[config.mk]
export PLATFORM = sky130hd
export DESIGN_NAME = vga_sync_gen
export DESIGN_NICKNAME = d
export VERILOG_FILES = /design/src/rtl/vga_timing_pkg.sv /design/src/rtl/sync_delay_line.sv /design/src/rtl/vga_sync_gen.sv
export SDC_FILE = /design/constraint.sdc
export NUM_CORES = 1
export LEC_CHECK = 0
export BUFFER_PORTS_ARGS = -buffer_cell sky130_fd_sc_hd__clkbuf_2
export CAP_MARGIN = 20
export CORE_UTILIZATION = 33
export DETAILED_ROUTE_END_ITERATION = 10
export MAX_ROUTING_LAYER = met4
export PLACE_DENSITY = 0.54
export SLEW_MARGIN = 20
export SYNTH_ARGS = -nofsm -noshare
export SYNTH_HDL_FRONTEND = slang
export SYNTH_HIERARCHICAL = 1
export SYNTH_SLANG_ARGS = --single-unit
[constraint.sdc]
create_clock -name pix_clk_i -period 1.75 [get_ports pix_clk_i]
set_input_delay 0.2625 -clock pix_clk_i [delete_from_list [all_inputs] [get_ports pix_clk_i]]
set_output_delay 0.2625 -clock pix_clk_i [all_outputs]
set_load 0.03 [all_outputs]
[src/rtl/vga_timing_pkg.sv]
// Shared VGA timing types and mode constants for the raster generator.
package vga_timing_pkg;

  localparam int COORD_W = 12;

  typedef struct packed {
    int active;
    int fp;
    int sync;
    int bp;
  } axis_timing_t;

  typedef struct packed {
    axis_timing_t h;
    axis_timing_t v;
    bit           h_pol;
    bit           v_pol;
  } vga_mode_t;

  localparam vga_mode_t MODE_640X480_60 = '{
    h: '{active: 640, fp: 16, sync: 96,  bp: 48},
    v: '{active: 480, fp: 10, sync: 2,   bp: 33},
    h_pol: 1'b0, v_pol: 1'b0
  };

  localparam vga_mode_t MODE_800X600_60 = '{
    h: '{active: 800, fp: 40, sync: 128, bp: 88},
    v: '{active: 600, fp: 1,  sync: 4,   bp: 23},
    h_pol: 1'b1, v_pol: 1'b1
  };

  function automatic int axis_total(input int active, input int fp, input int sync, input int bp);
    return active + fp + sync + bp;
  endfunction

endpackage

[src/rtl/sync_delay_line.sv]
// Enable-gated shift register that lags a sync pulse by DEPTH (>= 1) cycles.
module sync_delay_line
  import vga_timing_pkg::*;
#(
  parameter int DEPTH   = 1,
  parameter bit RST_VAL = 1'b1
) (
  input  logic clk_i,
  input  logic rst_n_i,
  input  logic en_i,
  input  logic d_i,
  output logic q_o
);

  logic [DEPTH-1:0] sr_q, sr_d;

  always_comb begin
    sr_d    = sr_q;
    sr_d[0] = d_i;
    for (int i = 1; i < DEPTH; i++) sr_d[i] = sr_q[i-1];
  end

  always_ff @(posedge clk_i or negedge rst_n_i) begin
    if (!rst_n_i)  sr_q <= {DEPTH{RST_VAL}};
    else if (en_i) sr_q <= sr_d;
  end

  assign q_o = sr_q[DEPTH-1];

endmodule

[src/rtl/vga_sync_gen.sv]
// Raster timing generator: registered coordinates, active flag, strobes and
// delayed sync pulses for one VGA mode.
module vga_sync_gen
  import vga_timing_pkg::*;
#(
  parameter int H_ACTIVE = MODE_640X480_60.h.active,
  parameter int H_FP     = MODE_640X480_60.h.fp,
  parameter int H_SYNC   = MODE_640X480_60.h.sync,
  parameter int H_BP     = MODE_640X480_60.h.bp,
  parameter int V_ACTIVE = MODE_640X480_60.v.active,
  parameter int V_FP     = MODE_640X480_60.v.fp,
  parameter int V_SYNC   = MODE_640X480_60.v.sync,
  parameter int V_BP     = MODE_640X480_60.v.bp,
  parameter bit H_POL    = MODE_640X480_60.h_pol,
  parameter bit V_POL    = MODE_640X480_60.v_pol,
  parameter int SYNC_DLY = 1
) (
  input  logic               pix_clk_i,
  input  logic               rst_n_i,
  input  logic               en_i,
  output logic [COORD_W-1:0] pix_x_o,
  output logic [COORD_W-1:0] pix_y_o,
  output logic               vid_active_o,
  output logic               hsync_o,
  output logic               vsync_o,
  output logic               line_start_o,
  output logic               frame_start_o
);

  localparam int H_TOTAL = axis_total(H_ACTIVE, H_FP, H_SYNC, H_BP);
  localparam int V_TOTAL = axis_total(V_ACTIVE, V_FP, V_SYNC, V_BP);

  localparam logic [COORD_W-1:0] H_LAST   = COORD_W'(H_TOTAL - 1);
  localparam logic [COORD_W-1:0] V_LAST   = COORD_W'(V_TOTAL - 1);
  localparam logic [COORD_W-1:0] H_ACT    = COORD_W'(H_ACTIVE);
  localparam logic [COORD_W-1:0] V_ACT    = COORD_W'(V_ACTIVE);
  localparam logic [COORD_W-1:0] HS_START = COORD_W'(H_ACTIVE + H_FP);
  localparam logic [COORD_W-1:0] HS_END   = COORD_W'(H_ACTIVE + H_FP + H_SYNC);
  localparam logic [COORD_W-1:0] VS_START = COORD_W'(V_ACTIVE + V_FP);
  localparam logic [COORD_W-1:0] VS_END   = COORD_W'(V_ACTIVE + V_FP + V_SYNC);

  logic [COORD_W-1:0] h_cnt_q, h_cnt_d;
  logic [COORD_W-1:0] v_cnt_q, v_cnt_d;
  logic [COORD_W-1:0] pix_x_q, pix_y_q;
  logic               vid_active_q, line_start_q, frame_start_q;
  logic               hsync_q, vsync_q;
  logic               h_wrap, hsync_raw, vsync_raw;

  always_comb begin
    h_wrap    = (h_cnt_q == H_LAST);
    h_cnt_d   = h_wrap ? '0 : h_cnt_q + 1'b1;
    v_cnt_d   = v_cnt_q;
    if (h_wrap) v_cnt_d = (v_cnt_q == V_LAST) ? '0 : v_cnt_q + 1'b1;
    hsync_raw = (h_cnt_q >= HS_START) && (h_cnt_q < HS_END);
    vsync_raw = (v_cnt_q >= VS_START) && (v_cnt_q < VS_END);
  end

  // Output registers decode the pre-increment counters, so pix_x/pix_y lag by one.
  always_ff @(posedge pix_clk_i or negedge rst_n_i) begin
    if (!rst_n_i) begin
      h_cnt_q       <= '0;
      v_cnt_q       <= '0;
      pix_x_q       <= '0;
      pix_y_q       <= '0;
      vid_active_q  <= 1'b0;
      line_start_q  <= 1'b0;
      frame_start_q <= 1'b0;
      hsync_q       <= ~H_POL;
      vsync_q       <= ~V_POL;
    end else if (en_i) begin
      h_cnt_q       <= h_cnt_d;
      v_cnt_q       <= v_cnt_d;
      pix_x_q       <= h_cnt_q;
      pix_y_q       <= v_cnt_q;
      vid_active_q  <= (h_cnt_q < H_ACT) && (v_cnt_q < V_ACT);
      line_start_q  <= (h_cnt_q == '0);
      frame_start_q <= (h_cnt_q == '0) && (v_cnt_q == '0);
      hsync_q       <= hsync_raw ? H_POL : ~H_POL;
      vsync_q       <= vsync_raw ? V_POL : ~V_POL;
    end
  end

  generate
    if (SYNC_DLY == 0) begin : g_no_dly
      assign hsync_o = hsync_q;
      assign vsync_o = vsync_q;
    end else begin : g_dly
      sync_delay_line #(.DEPTH(SYNC_DLY), .RST_VAL(~H_POL)) u_hsync_dly (
        .clk_i   (pix_clk_i),
        .rst_n_i (rst_n_i),
        .en_i    (en_i),
        .d_i     (hsync_q),
        .q_o     (hsync_o)
      );
      sync_delay_line #(.DEPTH(SYNC_DLY), .RST_VAL(~V_POL)) u_vsync_dly (
        .clk_i   (pix_clk_i),
        .rst_n_i (rst_n_i),
        .en_i    (en_i),
        .d_i     (vsync_q),
        .q_o     (vsync_o)
      );
    end
  endgenerate

  assign pix_x_o       = pix_x_q;
  assign pix_y_o       = pix_y_q;
  assign vid_active_o  = vid_active_q;
  assign line_start_o  = line_start_q;
  assign frame_start_o = frame_start_q;

endmodule

# Word-level counts from Yosys, hierarchy flattened
# Cells that the tools add are included.
# totals
regBits	55
in_bits	3
output_inout_bits	29
wordCells	32
# op_classes
addsub	2
n_lt_le_gt_ge	6
eq_ne	2
mux	4
n_reduce_logical	7
# op_table
op	n
adder 12 x 1 -> 12 bit, second input constant	2
== test 12 x 10 -> 1 bit, second input constant	2
logical NOT 12 bit	2
< comparator 12 x 10 -> 1 bit, second input constant	2
< comparator 12 x 9 -> 1 bit, second input constant	2
two-way mux 12 bit	2
>= comparator 12 x 10 -> 1 bit, second input constant	1
>= comparator 12 x 9 -> 1 bit, second input constant	1
logical AND 1 bit	4
two-way mux 1 bit	2
AND reduction 2 bit	1

# Depth between registers and ports, before layout
# Gate-level depths: netlist of run 1.
# depth
word_depth	3
ltp_mapped	7
ltp_nobuf	6

# Hierarchy
# The synthesis of run 1 kept the hierarchy.
# modules_own_cells
mod	instances	cells_per_inst	area_each_um2
vga_sync_gen	1	216	2578.7
sync_delay_line	2	2	41.3

# Least setup slack after synthesis of run 1
# No wires, ideal clock.
# synth_path
path_kind	register to register
from	register h_cnt_q[6]
to	register h_cnt_q[9]
setup_ns	0.121
t_arrival_ns	1.367
setup_slack_ns	0.262
path_stages_with_launch	6
path_buffers	1
cell_sequence	dfrtp_1 > nor3_2 > and4_1 > buf_6 > o21ai_1 > a22o_2
# synth_between
elab_chain_len	2
# synth_rtl
element	line	source
from (decl)	vga_sync_gen.sv:42	logic [COORD_W-1:0] h_cnt_q, h_cnt_d;
from (signal assigned)	vga_sync_gen.sv:71	h_cnt_q <= h_cnt_d;
adder 12 x 1 -> 12 bit / == test 12 x 10 -> 1 bit (equally long branches)	vga_sync_gen.sv:51, vga_sync_gen.sv:50	
two-way mux 12 bit *	vga_sync_gen.sv:51	h_cnt_d = h_wrap ? '0 : h_cnt_q + 1'b1;
# Every way passes the cells marked *; elsewhere a longest branch is shown, timed or not.
# A chain may end at the register's enable or synchronous reset.

# Worst setup path in the final report of run 1
# layout_path
from	register h_cnt_q[0]
to	register frame_start_q, in the netlist frame_start_o
# layout_between
elab_chain_len	2
# layout_rtl
element	line	source
logical NOT 12 bit	vga_sync_gen.sv:77	frame_start_q <= (h_cnt_q == '0) && (v_cnt_q == '0);
logical AND 1 bit	vga_sync_gen.sv:77	
to (signal assigned)	vga_sync_gen.sv:77	
to (decl)	vga_sync_gen.sv:45	logic vid_active_q, line_start_q, frame_start_q;
# No other way between the ends.

==> impl_metrics.csv, run 1 <==
group,metric,value,unit
global_routing,grt_max_degree,22,
global_routing,grt_pass1_vias,1801,
timing,tightest_slew,535,ps
critical_path,reg2reg_from,"h_cnt_q[0]",
placement,dpl.cell_count,360,
global_routing,overflow,0,
yosys,synth.area.top_cells,"dfrtp_1 48%, mux2_2 10%, dfstp_2 3.9%, xnor2_1 2.6%, ha_1 2.4%",
timing,slew_violations,0,
placement,gp_congestion,0.805,
critical_path,r2r_end,"frame_start_o",
yosys,yosys_warnings,6,
critical_path,end_kind,"flop",
global_routing,grt_pass1_wl,9.04,mm
critical_path,critPathTopFamily,"simple AND/OR/NAND/NOR gates",
pwr,powerDensity,980,nW/um^2
outcome,status,"finished clean",
yosys,synth_edf_count,0,
global_routing,track_usage,14.0,%
critical_path,rrSetupSlack,140,ps
placement,dp_hpwl,3.90,mm
yosys,ys_async_sr_fraction,100,%
pwr,p_comb_share,21.8,%
layout,num_antenna_cells,0,
min_path,min_to,"vid_active_o",
layout,syn2layout_area_growth,19.7,%
yosys,synth_fp_nets,228,
yosys,postSynthCellCount,220,
min_path,holdCritStartpoint,"en_i",
flow_run,cap_violations,0,
drt,vias,1799,
drt,drt_iter0_drc,109,
placement,post-place-ws,-19.5,ps
pwr,fin_total_pwr,3120,uW
yosys,synthesis.area,2660,um^2
drt,drt-total-wl,5.24,mm
min_path,hold_class,"in -> reg",
pwr,p_sw,887,uW
timing,hold_viol,0,
yosys,synthFlopType,"dfrtp_1",
yosys,synth_cell_types,50,
critical_path,cp.arrival,1840,ps
clocking,cts_tree,"built",
floorplanning,die_x,91.8,um
critical_path,cp.required,1980,ps
pwr,clockPowerShare,31.5,%
placement,port_buffers,31,
layout,final_layout_size_suffix_gt1_share,40.5,%
drt,postRouteAntennaNets,0,
critical_path,crit_slowest_cell,"or4b_4",
layout,layoutNonFillerInstCount,371,
yosys,synth_top_area_share,48.0,%
drt,drcViolationCount,0,
floorplanning,die_area,8430,um^2
pwr,irDropWorstVdd,0.781,mV
critical_path,worst-r2r-cell-count,6,
clocking,cts_sinks,55,
clocking,cts_buffers,5,
floorplanning,initial_core_util,34.3,%
yosys,avgSynthCellArea,12.1,um^2
floorplanning,rows,32,
min_path,min_path_cells,3,
layout,nNetsFinal,276,
critical_path,critical-path-max-stage-delay,460,ps
timing,fmax,622,MHz
timing,max_slew_margin,64.3,%
pwr,internal-power,2240,uW
yosys,ys_seq_area_share,51.9,%
global_routing,antenna_found_initial,0,
clocking,clock_path_buffers,2,
drt,drt-wirelength-per-cell,14.1,um
timing,fin_crit,1610,ps
drt,dr.pass1.iters,4,
floorplanning,num_io_pins,32,
critical_path,worstSetupStartpointType,"flop",
timing,setup_slack,142,ps
timing,fin_crit_sh,91.9,%
pwr,p_sw_share,28.4,%
clocking,clkSlewWorstSetupHoldPaths,100,ps
drt,vias_per_cell,4.85,
critical_path,critPathKind,"reg -> reg",
critical_path,crit_chain,"inv_1 -> ha_1 -> or4b_4 -> nor3_2 -> nand4_1 -> o22ai_1",
pwr,p_leak,0.00147,uW
pwr,seq_power_share,46.7,%
floorplanning,fp.coreArea,7770,um^2
yosys,ys_seq_elements,55,
yosys,yosys.area.top_type,"dfrtp_1",
floorplanning,die_y,91.8,um
critical_path,path_buf_inv,1,
timing,setup_viol,0,
critical_path,path_max_fanout,4,
clocking,cts_max_level,2,
clocking,cts-root-buf,"clkbuf_8",
timing,clock_skew,6.81,ps
clocking,insertion_delay,310,ps
==> layer usage <==
metal	track usage, %	vias up	part of all wire, %	routed length, um
li1	-	883	-	-
met1	20.3	878	53	2760
met2	19.9	33	43	2260
met3	2.82	5	3.0	155
met4	3.91	0	1.2	61
met5	-	-	0	0
==> area by class of cell <==
type / count / area (um^2)
multi-input cells: 140 / 1140
flip-flops and latches: 55 / 1380
clock inverters: 2 / 60.1
fillers: 760 / 4580
repair buffers: 54 / 355
well taps: 102 / 128
clock buffers: 6 / 72.6
inverters: 12 / 45.0
==> what timing repair did <==
action	in CTS	in global routing
setup buffers	0	2
hold endpoints to repair	13	0
hold buffers	1	0
endpoints found under the setup margin	7	3
pin swaps	0	3
cloned	0	0
resized for setup	1	3
==> registers in the layout, indices dropped and copies added, names as in the netlist <==
register / cells
g_dly.u_hsync_dly/q_o: 1
vsync_q: 1
vid_active_o: 1
pix_x_o: 12
line_start_o: 1
v_cnt_q: 12
g_dly.u_vsync_dly/q_o: 1
frame_start_o: 1
pix_y_o: 12
hsync_q: 1
h_cnt_q: 12
==> per-stage QoR <==
step	hold WS (ps)	setup TNS, ps	cell area [um^2]	util (%)
6_report	366	0	3190	41.0
5_1_grt	366	-5.03	3190	41.0
4_1_cts	354	0	3160	40.7
3_5_place_dp	270	-62.2	3010	38.8
3_3_place_gp	276	-109	3010	38.8
2_1_floorplan	-33.1	0	2660	-
==> worst max path at each step <==
stage               start       endpoint  slack (ps)  cells after the start
6_report       h_cnt_q[0]  frame_start_o         140                      6
5_1_grt        h_cnt_q[0]  frame_start_o          -5                      6
4_1_cts        h_cnt_q[0]  frame_start_o          40                      6
3_5_place_dp   v_cnt_q[5]     v_cnt_q[3]         -20                      4
3_3_place_gp   v_cnt_q[5]     v_cnt_q[2]         -20                      4
2_1_floorplan  h_cnt_q[6]     h_cnt_q[9]         260                      5
==> synthesized netlist by cell type (all sizes together) (5+ instances only) <==
library cell  count
dfrtp            51
mux2             26
inv              12
nand4            12
buf              10
nand3            10
nand2             9
nor2              8
o21ai             8
xnor2             8
and3              7
a21oi             6
ha                5
nor3              5
xor2              5
==> cell usage in the layout, fill, tap and decap left out, types with 2 or more instances in the layout <==
master	netlist	routed
and3_1	5	5
o21ai_0	7	7
nand2_1	9	9
inv_1	12	12
dfrtp_1	51	50
nand4_1	10	10
clkbuf_8	1	5
buf_4	3	20
and4_1	2	2
nor4_1	4	3
mux2_4	2	2
and3_2	2	2
nand2b_1	2	2
nor2_1	8	8
a31oi_1	2	2
bufinv_16	0	2
dfstp_2	4	4
buf_12	1	2
xnor2_1	8	8
nor3_1	3	2
nor3_2	2	3
ha_1	5	5
o22ai_1	3	3
mux2i_1	3	3
xor2_1	5	5
clkbuf_2	1	31
nand3_1	10	10
mux2_2	24	24
a21oi_1	6	6
==> worst register-to-register path: stages, from the launching register on <==
cell     delay (ps)
dfrtp_2         440
inv_1            90
ha_1            170
or4b_4          460
nor3_2          110
nand4_1         130
o22ai_1         130
==> cell families (layout without fill, tap and decap cells) <==
kind of cell / Yosys count / count (layout) / synth area share (%)
AO/OA/AOI/OAI: 24 / 24 / 6.06
XOR/XNOR: 13 / 13 / 4.28
adder cells (fa/ha/maj): 5 / 5 / 2.35
buffers and inverters: 25 / 74 / 5.69
flip-flops: 55 / 55 / 51.9
multiplexers: 29 / 29 / 12.4
AND/OR/NAND/NOR: 69 / 69 / 17.3
==> power groups by stage <==
stage	Clock, uW	Combinational (uW)	Sequential, uW
floorplan	0	279	1620
global placement	0	657	1480
detailed placement	0	663	1490
CTS	1020	670	1460
global route	1070	743	1480
finish	984	680	1460
Note: power is estimated with default switching activity, not from simulation.
==> inputs of run 2 (changes only) <==
--- a/config.mk
+++ b/config.mk
@@ -5,6 +5,7 @@
 export SDC_FILE = /design/constraint.sdc
 export NUM_CORES = 1
 export LEC_CHECK = 0
+export ABC_AREA = 1
 export BUFFER_PORTS_ARGS = -buffer_cell sky130_fd_sc_hd__clkbuf_2
 export CAP_MARGIN = 20
 export CORE_UTILIZATION = 33
==> run 2 against run 1 <==
Compared with the run above:
- synthesized cell count rose by 47%
- via count increased by 18%
- sequential share of layout area rose by 2.2 points
- register-to-register slack improved by 100 ps
- clock power decreased by 25%
- routed wire length rose by 7.1%
- count of clock-buffer cells in the layout rose by 1
- combinational power decreased by 3%
- power shrank 4.4%
- die area decreased by 0.59%
- sequential cell count did not move
- critical path type unchanged
- largest cell class unchanged
==> impl_metrics.csv, run 2 <==
group,metric,value,unit
global_routing,grt_pass1_vias,2063,
layout,nNetsFinal,366,
yosys,synth_top_area_share,48.2,%
floorplanning,initial_core_util,34.2,%
global_routing,overflow,0,
pwr,p_leak,0.00154,uW
placement,dp_hpwl,4.00,mm
timing,rsz0062_at_grt,"false",
yosys,ys_seq_elements,55,
timing,max_slew_margin,79.8,%
drt,postRouteAntennaNets,0,
clocking,cts-root-buf,"clkbuf_8",
floorplanning,die_y,91.5,um
pwr,internal-power,1950,uW
clocking,cts_resized,0,
critical_path,reg2reg_from,"h_cnt_q[1]",
timing,fin_crit_sh,86.1,%
yosys,synth_fp_nets,331,
pwr,fin_total_pwr,2990,uW
critical_path,critPathKind,"reg -> reg",
layout,nFillCells,814,
clocking,cts_max_level,2,
yosys,yosys_warnings,6,
layout,final_layout_size_suffix_gt1_share,16.4,%
critical_path,cp.required,1940,ps
global_routing,grt_max_degree,56,
yosys,ys_top_cells_by_count,"93 x nand2_1, 51 x dfrtp_1, 34 x inv_1",
pwr,p_sw,1030,uW
pwr,powerDensity,985,nW/um^2
global_routing,grt_pass1_wl,10.0,mm
layout,num_antenna_cells,0,
layout,syn2layout_area_growth,14.6,%
layout,final_cell_mix,"93 x nand2_1, 51 x dfrtp_1, 34 x inv_1",
critical_path,worstSetupStartpointType,"flop",
min_path,min_path_cells,3,
yosys,synthesis.area,2650,um^2
floorplanning,die_x,91.5,um
pwr,clockPowerShare,24.7,%
yosys,synth.area.top_cells,"dfrtp_1 48%, nand2_1 13%, o21ai_0 5.9%, inv_1 4.8%, nand3_1 4.2%",
timing,fin_crit,1510,ps
min_path,min_to,"g_dly.u_hsync_dly/q_o",
pwr,p_sw_share,34.5,%
timing,slew_violations,0,
floorplanning,fp.coreArea,7730,um^2
yosys,ys_seq_area_share,52.2,%
yosys,synth_cell_types,30,
timing,hold_viol,0,
critical_path,path_max_fanout,15,
timing,tns,0,ps
yosys,yosys.area.top_type,"dfrtp_1",
yosys,synthFlopType,"dfrtp_1",
drt,vias_per_cell,4.62,
layout,mostFrequentLayoutCell,"nand2_1",
clocking,cts_tree,"built",
min_path,holdCritStartpoint,"en_i",
drt,dr.pass1.iters,4,
drt,drcViolationCount,0,
critical_path,r2r_end,"v_cnt_q[2]",
critical_path,end_kind,"flop",
drt,drt-wirelength-per-cell,12.2,um
drt,vias,2130,
clocking,cts_sinks,55,
yosys,ys_async_sr_fraction,100,%
floorplanning,die_area,8380,um^2
drt,drt-total-wl,5.61,mm
drt,drt_iter0_drc,84,
clocking,cts_buffers,5,
critical_path,cp.arrival,1700,ps
yosys,yosysMostFrequentCell,"nand2_1",
min_path,hold_class,"in -> reg",
timing,setup_viol,0,
pwr,seq_power_share,53.1,%
global_routing,antenna_found_initial,0,
clocking,clkSlewWorstSetupHoldPaths,100,ps
critical_path,rrSetupSlack,240,ps
pwr,p_comb_share,22.1,%
global_routing,track_usage,15.3,%
placement,port_buffers,31,
pwr,irDropWorstVdd,0.329,mV
floorplanning,rows,32,
critical_path,worst-r2r-cell-count,8,
clocking,clock_path_buffers,2,
timing,tightest_slew,302,ps
yosys,synth_edf_count,0,
outcome,status,"finished clean",
yosys,avgSynthCellArea,8.19,um^2
timing,clock_skew,5.75,ps
yosys,postSynthCellCount,323,
floorplanning,num_io_pins,32,
clocking,insertion_delay,310,ps
timing,fmax,664,MHz
clocking,post-cts-setup-buffer-count,0,
flow_run,cap_violations,0,
placement,gp_congestion,0.884,
==> run 2: routing by layer <==
| metal | vias to the layer above | track usage (%) | share of wire (%) |
|---|---|---|---|
| met3 | 8 | 2.85 | 2.2 |
| met5 | - | - | 0 |
| met1 | 1004 | 20.0 | 47 |
| li1 | 1097 | - | - |
| met4 | 0 | 4.63 | 1.5 |
| met2 | 21 | 24.0 | 49 |
==> run 2: how the worst max path moves through the flow <==
stage	start	end	slack [ps]	cells after the start
2_1_floorplan	h_cnt_q[1]	v_cnt_q[7]	390	9
6_report	h_cnt_q[1]	v_cnt_q[2]	240	8
5_1_grt	h_cnt_q[1]	v_cnt_q[1]	70	8
3_3_place_gp	h_cnt_q[1]	v_cnt_q[2]	310	8
4_1_cts	h_cnt_q[1]	v_cnt_q[2]	240	8
3_5_place_dp	h_cnt_q[1]	v_cnt_q[2]	250	8
==> run 2: timing repair <==
| action | 4_1_cts | 5_1_grt |
|---|---|---|
| hold buffers | 1 | 0 |
| setup endpoints to repair | 0 | 0 |
| endpoints found under the hold margin | 51 | 0 |
==> run 2: critical path: stages, from the launching register on <==
cell and delay, ps:
dfrtp_1 380, ha_1 210, nand2_2 90, nor2_2 130, nand3_2 140, nor2_4 150
inv_2 150, nand2_1 80, o21ai_0 70
==> run 2: cell type report <==
| cell class | instances | area (um^2) | share of cell area, % |
|---|---|---|---|
| well taps | 102 | 128 | 4.21 |
| inverters | 36 | 135 | 4.46 |
| clock inverters | 1 | 5.00 | 0.165 |
| flip-flops and latches | 55 | 1380 | 45.6 |
| repair buffers | 37 | 215 | 7.10 |
| clock buffers | 7 | 86.3 | 2.85 |
| multi-input cells | 223 | 1080 | 35.6 |
==> run 2: through the flow <==
stage                     cells  hold WS (ps)  setup WS, ps  area [um^2]  utilization, %
final                       461           242           243         3030            39.2
after global routing        461           280          70.6         3030            39.2
after CTS                   461           242           242         3030            39.2
after detailed placement    452           293           253         2930            37.9
after global placement      452           293           308         2930            37.9
after floorplan             323         -33.1           390         2650               -
==> run 2: logic make-up (layout without fill, tap and decap cells) <==
group	Yosys count	count (layout)	synth area share, %
and+or+nand+nor	168	168	27.2
adders and majority gates	5	5	2.37
DFF	55	55	52.2
AOI/OAI and AO/OA	42	42	8.61
xor gates and xnor gates	8	8	2.65
buffers and inverters	45	81	6.95
==> run 2: power groups by stage <==
stage	logic, uW	registers, uW	clock network (uW)
global route	757	1610	825
floorplan	346	1730	0
detailed placement	672	1610	0
global placement	667	1610	0
CTS	676	1590	769
finish	661	1590	738
==> inputs of run 3 (changes only) <==
--- a/config.mk
+++ b/config.mk
@@ -6,12 +6,13 @@
 export NUM_CORES = 1
 export LEC_CHECK = 0
 export ABC_AREA = 1
-export BUFFER_PORTS_ARGS = -buffer_cell sky130_fd_sc_hd__clkbuf_2
+export BUFFER_PORTS_ARGS = -buffer_cell sky130_fd_sc_hd__buf_2
 export CAP_MARGIN = 20
 export CORE_UTILIZATION = 33
 export DETAILED_ROUTE_END_ITERATION = 10
 export MAX_ROUTING_LAYER = met4
 export PLACE_DENSITY = 0.54
+export RECOVER_POWER = 50
 export SLEW_MARGIN = 20
 export SYNTH_ARGS = -nofsm -noshare
 export SYNTH_HDL_FRONTEND = slang
==> run 3 against run 2 <==
Compared with the run above:
- maximum frequency is 0.41% higher
- register-to-register slack hardly changed
- first-iteration DRC count is 30% higher
- utilization is 0.11 points higher
- largest cell class unchanged
- highest routed layer unchanged
==> impl_metrics.csv, run 3 (synthesis gave the netlist of run 2 again) <==
group,metric,value,unit
outcome,status,"finished clean",
clocking,cts_max_level,2,
layout,layoutNonFillerInstCount,462,
drt,wl_met1,2.62,mm
placement,port_buffers,31,
drt,dr_wl_met3,201,um
placement,dp_hpwl,4.17,mm
timing,fin_crit,1500,ps
clocking,clkSlewWorstSetupHoldPaths,100,ps
clocking,cts-root-buf,"clkbuf_8",
layout,final_layout_size_suffix_gt1_share,15.8,%
drt,drt-wirelength-per-cell,12.1,um
clocking,insertion_delay,300,ps
floorplanning,die_x,91.5,um
pwr,irDropWorstVdd,0.285,mV
critical_path,crit_chain,"ha_1 -> nand2_2 -> nor2_2 -> nand3_2 -> nor2_4 -> inv_2 -> nand2_1 -> o21ai_0",
floorplanning,initial_core_util,34.2,%
min_path,min_to,"g_dly.u_hsync_dly/q_o",
pwr,p_leak,0.00154,uW
floorplanning,fp.coreArea,7730,um^2
layout,num_antenna_cells,0,
layout,syn2layout_area_growth,14.9,%
min_path,holdCritStartpoint,"en_i",
clocking,clock_path_buffers,2,
timing,hold_viol,0,
critical_path,path_max_fanout,15,
global_routing,grt_pass1_wl,9.65,mm
timing,rsz0062_at_grt,"false",
pwr,powerDensity,995,nW/um^2
flow_run,cap_violations,0,
clocking,cts_buffers,5,
timing,max_slew_margin,60.0,%
critical_path,worstSetupStartpointType,"flop",
timing,holdWs,300,ps
drt,drt_iter0_drc,109,
critical_path,critPathKind,"reg -> reg",
drt,wl_met2,2.74,mm
critical_path,reg2reg_from,"h_cnt_q[1]",
drt,dr.pass1.iters,4,
clocking,post-cts-setup-buffer-count,0,
drt,postRouteAntennaNets,0,
floorplanning,rows,32,
global_routing,track_usage,14.9,%
min_path,hold_class,"in -> reg",
critical_path,worst-r2r-cell-count,8,
timing,fin_crit_sh,85.8,%
critical_path,cp.arrival,1680,ps
global_routing,antenna_found_initial,0,
floorplanning,num_io_pins,32,
timing,setup_viol,0,
min_path,min_path_cells,3,
floorplanning,die_y,91.5,um
clocking,cts_sinks,55,
placement,gp_congestion,0.899,
floorplanning,die_area,8380,um^2
critical_path,r2r_end,"v_cnt_q[2]",
critical_path,end_kind,"flop",
global_routing,overflow,0,
global_routing,grt_max_degree,32,
global_routing,grt_pass1_vias,2039,
drt,vias_per_cell,4.58,
timing,slew_violations,0,
clocking,cts_resized,0,
timing,tightest_slew,600,ps
pwr,fin_total_pwr,3020,uW
layout,final_cell_mix,"93 x nand2_1, 51 x dfrtp_1, 35 x inv_1",
timing,tns,0,ps
timing,fmax,666,MHz
critical_path,cp.required,1930,ps
critical_path,critical-path-max-stage-delay,380,ps
critical_path,rrSetupSlack,250,ps
layout,mostFrequentLayoutCell,"nand2_1",
layout,nNetsFinal,367,
drt,drt-total-wl,5.60,mm
drt,top_layer,"met4",
clocking,cts_tree,"built",
critical_path,crit_slowest_cell,"dfrtp_1",
placement,dpl.cell_count,453,
timing,clock_skew,7.94,ps
drt,vias,2114,
drt,drcViolationCount,0,
[run 3: cell types whose count changed in the layout (fill, tap and decap cells not counted)]
cell	change
buf_2	+29
buf_4	-2
clkbuf_1	+2
clkbuf_2	-29
clkbuf_8	+1
clkinv_2	-1
clkinvlp_4	+1
inv_1	+1
inv_2	-1
[run 3: critical path: cells and delay by family, from the launching register on]
| kind | cells | cell delay (ps) |
|---|---|---|
| buffers and inverters | 1 | 140 |
| AND/OR/NAND/NOR | 5 | 560 |
| AO/OA/AOI/OAI | 1 | 80 |
| adder cells (fa/ha/maj) | 1 | 210 |
| flip-flops | 1 | 380 |
[run 3: where the power goes]
part           internal [uW]  switching [uW]  total, uW
logic                    203             460        663
registers               1430             158       1590
clock network            361             411        771
total                   1990            1030       3020
[run 3: final cells by class]
cell class / instances / area (um^2)
Inverter: 36 / 135
Clock inverter: 1 / 7.51
Sequential cell: 55 / 1380
Timing Repair Buffer: 38 / 211
Clock buffer: 7 / 96.3
Multi-Input combinational cell: 223 / 1080
Tap cell: 102 / 128
Fill cell: 807 / 4690
[run 3: repair_timing]
item	4_1_cts	5_1_grt
hold buffers	1	0
endpoints found under the setup margin	0	0
hold endpoints to repair	17	0
[run 3: worst max path at each step]
stage | startpoint | end | cells past startpoint | slack, ps
floorplan | h_cnt_q[1] | v_cnt_q[7] | 9 | 390
global placement | h_cnt_q[1] | v_cnt_q[2] | 8 | 290
detailed placement | h_cnt_q[1] | v_cnt_q[2] | 8 | 260
CTS | h_cnt_q[1] | v_cnt_q[2] | 7 | 230
global route | h_cnt_q[1] | v_cnt_q[0] | 8 | 100
finish | h_cnt_q[1] | v_cnt_q[2] | 8 | 250
[run 3: stage by stage]
| step | worst slack, ps | cell area (um^2) | util [%] |
|---|---|---|---|
| floorplan | 390 | 2650 | - |
| global placement | 289 | 2940 | 38.0 |
| detailed placement | 262 | 2940 | 38.0 |
| CTS | 230 | 3050 | 39.5 |
| finish | 249 | 3040 | 39.3 |
| global route | 103 | 3040 | 39.3 |
[run 3: routing by layer]
layer | up-vias | track usage (%)
met3 | 4 | 3.18
li1 | 1096 | -
met5 | - | -
met4 | 0 | 4.10
met1 | 974 | 19.1
met2 | 40 | 24.0
